===== src/rtl/proc_entry_ctrl.sv =====
// Front-panel entry sequencer for the 4-bit processor.
// Synchronizes and debounces the four entry buttons and the data switches,
// enforces the entry order opcode -> RR1/WR -> RR2/WD -> write-enable, and
// presents the captured fields with one-cycle load/exec/err strobes.
//
// Strobe semantics: ld_op/ld_rr1/ld_rr2/exec/err are registered one-cycle
// pulses; a field is valid on the same cycle its ld_* strobe is high, and
// there is no back-pressure (the datapath must accept every strobe).
module proc_entry_ctrl #(
  parameter int DEB_CYCLES = 16,
  parameter int DW         = 4
) (
  input  logic          clk,
  input  logic          rst,
  input  logic [DW-1:0] in,
  input  logic          op,
  input  logic          rr1_wr,
  input  logic          rr2_wd,
  input  logic          we,
  output logic [DW-1:0] opcode,
  output logic [DW-1:0] rr1,
  output logic [DW-1:0] rr2,
  output logic          ld_op,
  output logic          ld_rr1,
  output logic          ld_rr2,
  output logic          exec,
  output logic          err,
  output logic [2:0]    phase
);

  // Counter only needs to reach DEB_CYCLES-1.
  localparam int CW = (DEB_CYCLES > 2) ? $clog2(DEB_CYCLES) : 1;
  localparam logic [CW-1:0] CNT_MAX = CW'(DEB_CYCLES - 1);

  // Button bit order doubles as priority order: bit 0 wins.
  localparam int B_OP  = 0;
  localparam int B_RR1 = 1;
  localparam int B_RR2 = 2;
  localparam int B_WE  = 3;

  typedef enum logic [2:0] {
    S_IDLE   = 3'd0,
    S_GOT_OP = 3'd1,
    S_GOT_R1 = 3'd2,
    S_GOT_R2 = 3'd3,
    S_EXEC   = 3'd4
  } state_t;

  state_t          state;
  logic [3:0]      btn_raw;
  logic [3:0]      btn_s1;
  logic [3:0]      btn_s2;
  logic [DW-1:0]   in_s1;
  logic [DW-1:0]   in_s2;
  logic [3:0]      deb;
  logic [3:0]      deb_q;
  logic [CW-1:0]   cnt [4];
  logic [3:0]      press;
  logic [3:0]      win;

  assign btn_raw = {we, rr2_wd, rr1_wr, op};

  // Two-flop synchronizers for the switches and the raw buttons.
  always_ff @(posedge clk or posedge rst) begin
    if (rst) begin
      in_s1  <= '0;
      in_s2  <= '0;
      btn_s1 <= '0;
      btn_s2 <= '0;
    end else begin
      in_s1  <= in;
      in_s2  <= in_s1;
      btn_s1 <= btn_raw;
      btn_s2 <= btn_s1;
    end
  end

  // Debounce: a level must differ from the debounced value for DEB_CYCLES
  // consecutive cycles before it is accepted; any agreement restarts the count.
  always_ff @(posedge clk or posedge rst) begin
    if (rst) begin
      deb <= '0;
      for (int i = 0; i < 4; i++) cnt[i] <= '0;
    end else begin
      for (int i = 0; i < 4; i++) begin
        if (btn_s2[i] == deb[i]) begin
          cnt[i] <= '0;
        end else if (cnt[i] == CNT_MAX) begin
          deb[i] <= btn_s2[i];
          cnt[i] <= '0;
        end else begin
          cnt[i] <= cnt[i] + 1'b1;
        end
      end
    end
  end

  // Delayed debounced levels for rising-edge (press) detection.
  always_ff @(posedge clk or posedge rst) begin
    if (rst) deb_q <= '0;
    else     deb_q <= deb;
  end

  assign press = deb & ~deb_q;

  // Keep only the highest-priority press; losers are discarded silently.
  always_comb begin
    win = '0;
    if      (press[B_OP])  win[B_OP]  = 1'b1;
    else if (press[B_RR1]) win[B_RR1] = 1'b1;
    else if (press[B_RR2]) win[B_RR2] = 1'b1;
    else if (press[B_WE])  win[B_WE]  = 1'b1;
  end

  // Entry FSM with registered fields and strobes.
  always_ff @(posedge clk or posedge rst) begin
    if (rst) begin
      state  <= S_IDLE;
      opcode <= '0;
      rr1    <= '0;
      rr2    <= '0;
      ld_op  <= 1'b0;
      ld_rr1 <= 1'b0;
      ld_rr2 <= 1'b0;
      exec   <= 1'b0;
      err    <= 1'b0;
    end else begin
      ld_op  <= 1'b0;
      ld_rr1 <= 1'b0;
      ld_rr2 <= 1'b0;
      exec   <= 1'b0;
      err    <= 1'b0;
      if (win[B_OP]) begin
        // Opcode entry restarts the sequence from any state.
        opcode <= in_s2;
        ld_op  <= 1'b1;
        state  <= S_GOT_OP;
      end else begin
        // EXEC lasts exactly one cycle regardless of other presses.
        if (state == S_EXEC) state <= S_IDLE;
        if (win[B_RR1]) begin
          if (state == S_GOT_OP) begin
            rr1    <= in_s2;
            ld_rr1 <= 1'b1;
            state  <= S_GOT_R1;
          end else begin
            err <= 1'b1;
          end
        end else if (win[B_RR2]) begin
          if (state == S_GOT_R1) begin
            rr2    <= in_s2;
            ld_rr2 <= 1'b1;
            state  <= S_GOT_R2;
          end else begin
            err <= 1'b1;
          end
        end else if (win[B_WE]) begin
          if (state == S_GOT_R2) begin
            exec  <= 1'b1;
            state <= S_EXEC;
          end else begin
            err <= 1'b1;
          end
        end
      end
    end
  end

  assign phase = state;

endmodule

===== config.mk =====
export PLATFORM = sky130hd
export DESIGN_NAME = proc_entry_ctrl
export DESIGN_NICKNAME = d
export VERILOG_FILES = /design/src/rtl/proc_entry_ctrl.sv
export SDC_FILE = /design/constraint.sdc
export NUM_CORES = 1
export LEC_CHECK = 0
export ABC_AREA = 1
export CAP_MARGIN = 30
export CORE_MARGIN = 2
export CORE_UTILIZATION = 48
export DETAILED_ROUTE_END_ITERATION = 10
export GPL_ROUTABILITY_DRIVEN = 0
export PLACE_DENSITY = 0.83
export SLEW_MARGIN = 20
export SYNTH_ARGS = -nofsm -noshare
export SYNTH_HDL_FRONTEND = slang
export SYNTH_SLANG_ARGS = --single-unit
export TNS_END_PERCENT = 100

===== constraint.sdc =====
create_clock -name clk -period 1.7 [get_ports clk]
set_input_delay 0.17 -clock clk [delete_from_list [all_inputs] [get_ports clk]]
set_output_delay 0.17 -clock clk [all_outputs]
set_load 0.02 [all_outputs]

-- After elaboration in Yosys (flattened, before gate mapping)
Index checks and enable logic that the tools add are counted.
- register bits after elaboration: 60
- bits of input ports: 10
- output and inout port bits: 20
- logic and storage cells: 95
- add/subtract/negate cells: 4
- equality and inequality tests: 12
- multiplexer cells: 43
- bitwise operators: 8
- reductions and logical operators: 6
- operators with widths (cell ; count):
    4-bit 2-to-1 mux ; 8
    3-bit 2-to-1 mux ; 9
    1-bit 2-to-1 mux ; 25
    4-bit by 1-bit adder with 4-bit output, second input constant ; 4
    4-bit == test, second input constant ; 4
    2-bit AND reduction ; 4
    3-bit by 2-bit == test with 1-bit output, second input constant ; 2
    1-bit NOT ; 6
    4-bit bitwise AND ; 1
    1-bit == test ; 4
    4-bit NOT ; 1
    4-bit AND reduction ; 1
    3-bit by 1-bit == test with 1-bit output, second input constant ; 1
    3-bit == test, second input constant ; 1
    3-bit AND reduction ; 1
    2-bit 2-to-1 mux ; 1

-- Depth between registers and ports, before layout
- word-level depth: 10
- depth in mapped cells: 8
- mapped depth without buffers: 8

-- Worst setup path after synthesis
No wires, ideal clock.
- path kind: reg2reg
- start: reg state[1], in the netlist phase[1]
- end: reg rr2[0]
- setup time: 0.118 ns
- data arrival time: 1.091 ns
- data required time: 1.582 ns
- slack: 0.491 ns
- cell stages (with the launch flop): 7
- path buffers: 1
- clock period less this slack: 1.209 ns
- path through: dfrtp_1 inv_1 nor3_1 nand3_2 buf_6 nand2_1 o21ai_2
- longest elaborated chain between the ends: 2
- RTL lines (what ; RTL line ; RTL):
    from (decl) ; 49 ; state_t state;
    from (signal assigned) ; 118 ; state <= S_IDLE;
    from (signal assigned) ; 137 ; state <= S_GOT_OP;
    from (signal assigned) ; 140 ; if (state == S_EXEC) state <= S_IDLE;
    3-bit by 2-bit == test with 1-bit output ; 150 ; if (state == S_GOT_R1) begin
    4-bit AND reduction (no source line) ; - ;
    to (signal assigned) ; 151 ; rr2 <= in_s2;
    to (decl) ; 22 ; output logic [DW-1:0] rr2,
Every way passes these cells.
A chain may end at the register's enable or synchronous reset.

-- Final worst setup path
- start: reg state[0], in the netlist phase[0]
- end: out phase[0]
- RTL lines (what ; RTL line ; RTL):
    to (decl) ; 28 ; output logic [2:0] phase
No word-level cell between the ends.

==> impl_results.md <==
* CP arrival at 1.41 ns
* Drt drc at 0
* Top cells by count, synth: dfrtp_1, nand2_1, nor2_1
* Synth cell types at 25
* Internal at 0.00229 W
* Yosys top cell area share at 0.675
* Max VDD drop at 0.804 mV
* Fmax at 635 MHz
* Nets at 248
* Clock latency at the later pin of the worst-skew pair at 0.33 ns
* Outcome: completed
* Top-Level Pins at 30
* Final Instance Count excl. Fillers at 291
* Num rows at 24
* Clock Path Buffers at 2
* Vias in the first global route at 1375
* Pin count of the biggest net entering global routing at 20
* Clock power frac at 0.435
* Syn nets at 207
* Crit Path Max Fanout at 5
* Core area at 4410 sq um
* Vias per cell at 4.73
* Final Hold Fails at 0
* Comb power frac at 0.048
* Post-CTS Setup Bufs at 0
* Initial Utilization at 0.504
* DIE AREA at 5200 sq um
* First-pass GRT wire length at 5980 um
* Sw Pwr at 0.000615 W
* Pre-antenna DRT Iters at 4
* Synth area leaders: dfrtp_1, nand2_1, nor2_1, inv_1, xnor2_1
* Routed wire length at 3470 um
* Crit-path max cell delay at 0.64 ns
* Setup TNS at 0 ns
* Share of cells above drive strength 1 at 0.172
* Worst-margin pin slew at 0.393 ns
* Clock root buffer: clkbuf_8
* Rel. slew slack at 0.737
* Slowest CP cell: clkdlybuf4s50_1
* Seq pwr share at 0.517
* Total power at 0.00290 W
* Clk sinks at 60
* Per-cell routed wire length at 11.9 um
* Crit end category: output pin
* Most common cell in the synthesized netlist: dfrtp_1
* Final instance area at 2810 sq um
* Sw frac at 0.212
* Post-route ant nets at 0
* Seq cells post-synth at 60
* Fraction of registers with async set/reset at 1.00
* Crit path buf inv count at 1
* Chip height at 72.1 um
* Dpl hpwl at 2570 um
* EDFF count, synth at 0
* Synth warn at 0
* Fin crit share at 0.927
* Total gr overflow at 0
* Prevailing post-synth register cell: dfrtp_1
* Layout area overhead at 26.2%
* Crit path to: phase[0]
* Final Critical Period at 1.58 ns
* FF-to-FF Start: phase[1]
* Cts hold-fix bufs at 0
* Nature of the critical path startpoint: register
* R2r endpoint: phase[0]
* Slew Viols, Final at 0
* Crit-path cells: clkdlybuf4s50_1
* RSZ-0062 raised after global routing: no
* Crit path from: phase[0]
* Cts bufs inserted at 9
* Port bufs at 29
* Placed Area at 2610 sq um
* Post-CTS Resized at 0
* Final Setup Violations at 0
* Type of the worst setup path: reg -> out
* Synth Instances at 193
* Synth area leader: dfrtp_1
* H-tree depth at 3
* Ant. Diodes at 0
* Worst hold path class: in -> async
* CTS tree: built
* R2R setup slack at 0.34 ns
* P_leak at 1.36 nW
* CP delay by family, top: buffers and inverters
* Worst path depth at 1
* Mapped cell area at 2230 sq um
* Vias at 1377
* Die W at 72.1 um
* Sequential element share of the synthesized area at 0.675
* Clock skew at 0.00614 ns
* Post-Place Cells at 275
* All-layer global routing usage at 0.160
* Maxcap violations at 0
* Worst r2r path cells at 6
* DRT iter0 DRCs at 88
* Syn_area_per_cell at 11.5 sq um
* Antenna violations before repair at 0
* Worst EP required at 1.53 ns
* PwrDens at 1030 nW/um^2
* Worst-path clk slew at 0.06 ns
## registers in the layout (all words and copies together) (netlist names)
register	flops
ld_rr2	1
phase	3
opcode	4
in_s1	4
rr2	4
deb_q	4
in_s2	4
exec	1
btn_s2	4
err	1
btn_s1	4
rr1	4
deb	4
ld_op	1
ld_rr1	1
cnt	16
## layout make-up
class,instances,area [sq um]
tap,52,65.1
sequential,60,1500
fill,351,1610
inverter,26,100
timing repair buffer,32,338
clock inverter,4,47.5
multi-input combinational,105,602
clock buffer,12,155
## metal layers
metal | global-route usage | wire length, um
met5 | 0 | 0
met3 | 0.0694 | 196
met4 | 0.122 | 129
met1 | 0.181 | 1540
met2 | 0.238 | 1600
## power by group through the flow
| stage | clock [W] | combinational, W | sequential [W] |
|---|---|---|---|
| 2_1_floorplan | 0 | 0.0000767 | 0.00153 |
| 3_3_place_gp | 0 | 0.000138 | 0.00153 |
| 3_5_place_dp | 0 | 0.000143 | 0.00153 |
| 4_1_cts | 0.00131 | 0.000143 | 0.00150 |
| 5_1_grt | 0.00135 | 0.000161 | 0.00151 |
| 6_report | 0.00126 | 0.000139 | 0.00150 |
## cells by family after synthesis
kind of cell	count (synthesis)	synth area share
adder cells (fa/ha/maj)	4	0.0225
XOR/XNOR	10	0.0393
multiplexers	2	0.0101
AND/OR/NAND/NOR	69	0.141
AO/OA/AOI/OAI	20	0.0579
flip-flops	60	0.675
buffers and inverters	28	0.0551
## per-stage QoR
step / worst slack [ns] / hold WS (ns) / utilization
floorplan: 0.0453 / 0.201 / -
global placement: 0.393 / 0.333 / 0.590
detailed placement: 0.362 / 0.335 / 0.590
CTS: 0.101 / 0.127 / 0.636
global route: 0.0607 / 0.184 / 0.636
finish: 0.124 / 0.139 / 0.636
## how the worst min path moves through the flow
stage / startpoint / endpoint / slack (ns) / depth (start not counted)
finish: rst / btn_s1[2] / 0.14 / 2
global route: rst / btn_s1[2] / 0.18 / 2
CTS: rst / btn_s1[2] / 0.13 / 2
detailed placement: in_s1[0] / in_s2[0] / 0.33 / 0
global placement: btn_s1[2] / btn_s2[2] / 0.33 / 0
floorplan: op / btn_s1[0] / 0.20 / 0
## layout by cell type (no fill, tap or decap), types with 5 or more instances in the layout
| master | netlist | final |
|---|---|---|
| nand3_1 | 7 | 7 |
| o21ai_2 | 5 | 5 |
| nor2_1 | 22 | 22 |
| clkdlybuf4s50_1 | 0 | 29 |
| inv_1 | 20 | 19 |
| inv_2 | 5 | 6 |
| o21ai_0 | 6 | 6 |
| nand2_1 | 28 | 28 |
| xnor2_1 | 6 | 6 |
| clkbuf_8 | 0 | 11 |
| dfrtp_1 | 60 | 60 |
No activity file was read; power rests on OpenSTA's default activity.
